===== config.mk =====
export PLATFORM = sky130hd
export DESIGN_NAME = fetch_unit_flat
export DESIGN_NICKNAME = d
export VERILOG_FILES = /design/src/rtl/fetch_unit_if.sv /design/src/rtl/fetch_unit.sv /design/src/flat_wrapper.sv
export SDC_FILE = /design/constraint.sdc
export NUM_CORES = 1
export LEC_CHECK = 0
export ABC_AREA = 1
export ABC_CLOCK_PERIOD_IN_PS = 4600
export BUFFER_PORTS_ARGS = -buffer_cell sky130_fd_sc_hd__buf_2
export CORE_MARGIN = 2
export CORE_UTILIZATION = 40
export DETAILED_ROUTE_END_ITERATION = 6
export GPL_ROUTABILITY_DRIVEN = 0
export HOLD_SLACK_MARGIN = 0.03
export PLACE_DENSITY = 0.7
export SETUP_SLACK_MARGIN = 0.4
export SLEW_MARGIN = 40
export SYNTH_ARGS = -nofsm -noshare
export SYNTH_HDL_FRONTEND = slang
export SYNTH_SLANG_ARGS = --single-unit

===== constraint.sdc =====
create_clock -name clock -period 4.6 [get_ports clock]
set_input_delay 0.92 -clock clock [delete_from_list [all_inputs] [get_ports clock]]
set_output_delay 0.92 -clock clock [all_outputs]
set_load 0.01 [all_outputs]

===== src/rtl/fetch_unit_if.sv =====
// Instruction-memory fetch channel: request/address out, ready/data back.
// The fetch unit drives the master side and the instruction memory the slave side.
interface fetch_unit_if;
  logic        mem_req;
  logic [31:0] mem_addr;
  logic        mem_ready;
  logic [31:0] mem_rdata;

  modport master (
    output mem_req,
    output mem_addr,
    input  mem_ready,
    input  mem_rdata
  );

  modport slave (
    input  mem_req,
    input  mem_addr,
    output mem_ready,
    output mem_rdata
  );
endinterface


===== src/rtl/fetch_unit.sv =====
// Instruction fetch stage: owns the PC, fetches words over fetch_unit_if and holds them for
// the controller. Optional MISALIGN_TRAP_EN turns misaligned next-PC into a sticky fault.
module fetch_unit #(
  parameter logic [31:0] RESET_PC    = 32'h0000_0000,
  parameter int unsigned COUNT_WIDTH = 16
) (
  input  logic                   clock,
  input  logic                   reset,
  fetch_unit_if.master           mem,
  input  logic [1:0]             PC_select,
  input  logic [31:0]            PC_target,
  input  logic [31:0]            ALU_result,
  input  logic                   advance,
  output logic                   instr_valid,
  output logic [31:0]            instruction,
  output logic [6:0]             opcode,
  output logic [2:0]             funct3,
  output logic                   funct7b5,
  output logic [31:0]            PC,
  output logic [31:0]            PC_plus4,
  output logic                   fault,
  output logic [COUNT_WIDTH-1:0] retired
);

  localparam logic [31:0] NopInstr = 32'h0000_0013;

  typedef enum logic [1:0] {
    StFetch = 2'd0,
    StHold  = 2'd1,
    StFault = 2'd2
  } state_e;

  state_e                 state_q;
  logic [31:0]            pc_q;
  logic [31:0]            instr_q;
  logic                   req_q;
  logic                   valid_q;
  logic [COUNT_WIDTH-1:0] retired_q;

  logic [31:0] pc_plus4;
  logic [31:0] target;
  logic [31:0] next_pc;
  logic        misaligned;

  // jalr clears bit 0 before any alignment handling, so ALU_result[0] never matters.
  logic unused_alu_lsb;
  assign unused_alu_lsb = ALU_result[0];

  assign pc_plus4 = pc_q + 32'd4;

  always_comb begin
    target = pc_plus4;
    case (PC_select)
      2'b01:   target = PC_target;
      2'b10:   target = {ALU_result[31:1], 1'b0};
      default: target = pc_plus4;
    endcase
  end

`ifdef MISALIGN_TRAP_EN
  assign next_pc    = target;
  assign misaligned = |target[1:0];
`else
  logic unused_target_lsbs;
  assign unused_target_lsbs = ^target[1:0];
  assign next_pc            = {target[31:2], 2'b00};
  assign misaligned         = 1'b0;
`endif

`ifdef MISALIGN_TRAP_EN
  logic fault_q;
`endif

  always_ff @(posedge clock or negedge reset) begin
    if (!reset) begin
      state_q   <= StFetch;
      pc_q      <= RESET_PC;
      instr_q   <= NopInstr;
      req_q     <= 1'b1;
      valid_q   <= 1'b0;
      retired_q <= '0;
`ifdef MISALIGN_TRAP_EN
      fault_q   <= 1'b0;
`endif
    end else begin
      case (state_q)
        StFetch: begin
          if (mem.mem_ready) begin
            instr_q <= mem.mem_rdata;
            req_q   <= 1'b0;
            valid_q <= 1'b1;
            state_q <= StHold;
          end
        end
        StHold: begin
          if (advance) begin
            pc_q      <= next_pc;
            retired_q <= retired_q + COUNT_WIDTH'(1);
            valid_q   <= 1'b0;
            if (misaligned) begin
`ifdef MISALIGN_TRAP_EN
              fault_q <= 1'b1;
`endif
              req_q   <= 1'b0;
              state_q <= StFault;
            end else begin
              req_q   <= 1'b1;
              state_q <= StFetch;
            end
          end
        end
        StFault: begin
          // Terminal until reset.
          req_q   <= 1'b0;
          valid_q <= 1'b0;
        end
        default: begin
          req_q   <= 1'b1;
          valid_q <= 1'b0;
          state_q <= StFetch;
        end
      endcase
    end
  end

`ifdef MISALIGN_TRAP_EN
  assign fault = fault_q;
`else
  assign fault = 1'b0;
`endif

  assign mem.mem_req  = req_q;
  assign mem.mem_addr = pc_q;

  assign instr_valid = valid_q;
  assign instruction = instr_q;
  assign opcode      = instr_q[6:0];
  assign funct3      = instr_q[14:12];
  assign funct7b5    = instr_q[30];
  assign PC          = pc_q;
  assign PC_plus4    = pc_plus4;
  assign retired     = retired_q;

endmodule


===== src/flat_wrapper.sv =====
// flat-port wrapper written by rule: the top's interface ports become plain ports
module fetch_unit_flat 
#(
  parameter logic [31:0] RESET_PC    = 32'h0000_0000,
  parameter int unsigned COUNT_WIDTH = 16
)
  (clock, reset, PC_select, PC_target, ALU_result, advance, instr_valid, instruction, opcode, funct3, funct7b5, PC, PC_plus4, fault, retired, mem_mem_req, mem_mem_addr, mem_mem_ready, mem_mem_rdata);
  fetch_unit_if mem_i ();
  input  logic clock;
  input  logic reset;
  input  logic [1:0] PC_select;
  input  logic [31:0] PC_target;
  input  logic [31:0] ALU_result;
  input  logic advance;
  output logic instr_valid;
  output logic [31:0] instruction;
  output logic [6:0] opcode;
  output logic [2:0] funct3;
  output logic funct7b5;
  output logic [31:0] PC;
  output logic [31:0] PC_plus4;
  output logic fault;
  output logic [COUNT_WIDTH-1:0] retired;
  output wire logic [$bits(mem_i.mem_req)-1:0] mem_mem_req;
  output wire logic [$bits(mem_i.mem_addr)-1:0] mem_mem_addr;
  input wire logic [$bits(mem_i.mem_ready)-1:0] mem_mem_ready;
  input wire logic [$bits(mem_i.mem_rdata)-1:0] mem_mem_rdata;
  assign mem_mem_req = mem_i.mem_req;
  assign mem_mem_addr = mem_i.mem_addr;
  assign mem_i.mem_ready = mem_mem_ready;
  assign mem_i.mem_rdata = mem_mem_rdata;
  fetch_unit #(.RESET_PC(RESET_PC), .COUNT_WIDTH(COUNT_WIDTH)) u_core (.clock(clock), .reset(reset), .mem(mem_i), .PC_select(PC_select), .PC_target(PC_target), .ALU_result(ALU_result), .advance(advance), .instr_valid(instr_valid), .instruction(instruction), .opcode(opcode), .funct3(funct3), .funct7b5(funct7b5), .PC(PC), .PC_plus4(PC_plus4), .fault(fault), .retired(retired));
endmodule

==> run summary <==
share of layout cells above drive strength 1 - 37.9%
CTS clock-pin slew for the worst setup and hold paths - 70 ps
LEAKAGE - 3.53 nW
Num CTS Buffers - 9
Max VDD drop - 308 uV
Remaining DRCs - 0
max_slew headroom - 47.2%
commonest non-fill, non-tap cell in the layout - buf_2
CTS Hold Bufs - 0
antenna violations before repair - 0
sequential share of the synthesized area - 39.5%
crit path max fanout - 5
Most Used Layer, Global Route - met2
CTS Sinks - 80
Detailed Place HPWL - 10700 um
post-route setup slack - 1600 ps
Avg Cell Area, Syn - 7.88 um2
Design Power - 3.11 mW
max cap viols - 0
Antenna Nets Post-Route - 0
routing usage on met2 - 33.8%
post-synthesis mux area share - 7.10%
Post-Synth Simple-Gate Area - 25.1%
DR vias/cell - 4.73
synth-to-layout area growth - 27.4%
nets - 950
crit path time final - 3000 ps
M1 GR Usage - 28.1%
largest net degree at the start of global routing - 81
post-DR wirelength/cell - 14.2 um
CORE AREA - 0.0125 mm2
Hold Path Origin - u_core.retired[13]
Worst EP required - 3680 ps
XOR/XNOR Fraction of Synth Area - 3.28%
part of the cycle the worst path needs - 65.3%
Max Transition Viols Final - 0
vias in the first global route - 4297
largest family of logic cells by synthesized area - simple AND/OR/NAND/NOR gates
Hold Violations, Final - 0
overall routing resource usage - 21.0%
status - complete, no violations
met3 Use GR - 3.79%
most frequent cells in the layout - buf_2, nand2_1, dfrtp_1
RSZ-0062 raised after global routing - false
Post-Synth Adder-Cell Area - 0.986%
critical path class - reg -> out
clock buffer depth - 2
PortBufs - 248
ys flop type - dfrtp_1
# Post-CTS Setup Buffers - 0
Critical Path Start Type - flip-flop
DRT iter0 DRCs - 271
fmax - 333 MHz
Overflow after GRT - 0
Mapped Cells - 644
Post-Layout Inst Area - 0.00647 mm2
die area - 0.0136 mm2
Worst Hold Class - reg -> reg
initial core utilization - 40.6%
vias - 4834
htree depth - 3
Mapped Area - 0.00508 mm2
Worst R2R Start - u_core.instr_valid
Fillers - 1244
Core Util, Final - 51.7%
Clock Latency Late Sink - 340 ps
root buf cell - clkbuf_16
Die Ht - 117 um
arrival time worst endpoint - 2080 ps
Synth Area in Compound Gates - 10.3%
first-pass GRT wire length - 22000 um
final setup vio count - 0
CP endpoint kind - primary output
DR pass1 iterations - 5
# diodes - 0
final wirelength - 14500 um
CTS tree - yes
clock skew - 6.30 ps
post-CTS sizing - 0
Final TNS setup - 0 ps
I/O pin cnt - 260
Die X - 117 um
Yosys cell types - 37
Tightest Pin Transition - 790 ps
synth warn - 0
row count - 41
dpl cell area - 0.00614 mm2
Synth Register Bits - 80
Post-synth EDFFs - 0
Synth async-reset ratio - 100%
Cell Pwr Density - 481 mW/mm2
Setup crit start - u_core.PC[3]
DP Worst Slack - 1600 ps
## cell families (layout without fill, tap and decap cells)
kind of cell	Yosys count	after routing
AOI/OAI and AO/OA	83	83
xor gates and xnor gates	19	19
adders and majority gates	4	4
buffers and inverters	132	331
DFF	80	80
muxes	32	32
other	1	7
and+or+nand+nor	293	293
## layer usage
| layer | vias to the layer above | share of wire (%) |
|---|---|---|
| li1 | 2423 | - |
| met4 | 0 | 1.8 |
| met1 | 2236 | 45 |
| met3 | 18 | 5.6 |
| met5 | - | 0 |
| met2 | 157 | 48 |
## synth_stat cells, types with 3 or more instances
library cell | count | share of area (%)
nand4_1 | 3 | 0.37
nand2_4 | 3 | 0.67
buf_2 | 6 | 0.59
inv_1 | 61 | 4.5
xnor2_1 | 7 | 1.2
o21ai_0 | 25 | 2.5
and2_1 | 3 | 0.37
xor2_1 | 12 | 2.1
mux2_2 | 32 | 7.1
dfrtp_1 | 76 | 37
dfstp_2 | 4 | 2.1
nor2_1 | 48 | 3.5
a22oi_1 | 4 | 0.59
nor3_1 | 3 | 0.30
a22o_1 | 22 | 3.8
ha_1 | 4 | 0.99
nand3_1 | 34 | 3.4
clkbuf_1 | 13 | 0.96
nand2_1 | 185 | 14
a21oi_1 | 25 | 2.5
buf_4 | 49 | 7.2
nor2_4 | 7 | 1.6
## worst max-delay path, stage by stage (launching register included)
cell and delay (ps):
dfrtp_1 410, ha_1 210, nand2_1 100, nor2_4 190, nand2_1 160, nor2_1 250
nand2_1 100, and2_1 180, buf_2 140
## through the flow
stage                     std cells  hold WS, ps
after floorplan                 650          504
after global placement         1005          455
after detailed placement       1005          477
after CTS                      1021          494
after global routing           1021          513
final                          1021          490
## state kept, by name, summed over array words and instances (netlist names)
signal	cells
u_core.retired	16
u_core.mem.mem_req	1
u_core.instr_valid	1
u_core.instruction	32
u_core.PC	30
## path summary, 6_finish.rpt
path	end	slack (ps)	depth (start not counted)
worst max-delay path	PC_plus4[16]	1600	8
max in group asynchronous	u_core.PC[24]	3510	1
worst min-delay path	u_core.retired[13]	490	2
worst min register to register	u_core.retired[13]	490	2
min in group asynchronous	u_core.PC[3]	590	1
worst max register to register	u_core.PC[28]	2620	6
## where the power goes
part / switching [mW] / leakage [nW] / internal (mW)
clock: 0.306 / 0.153 / 0.480
combinational: 0.700 / 2.42 / 0.508
sequential: 0.227 / 0.958 / 0.887
total: 1.23 / 3.53 / 1.87
## cell type report
| type | instances | area [um2] | area share, % |
|---|---|---|---|
| Inverter | 62 | 233 | 3.60 |
| Sequential cell | 80 | 2010 | 31.0 |
| Tap cell | 172 | 215 | 3.33 |
| Clock inverter | 6 | 93.8 | 1.45 |
| Clock buffer | 10 | 229 | 3.54 |
| Timing Repair Buffer | 253 | 1290 | 19.9 |
| Multi-Input combinational cell | 438 | 2400 | 37.1 |
(Power assumes the default switching activity.)
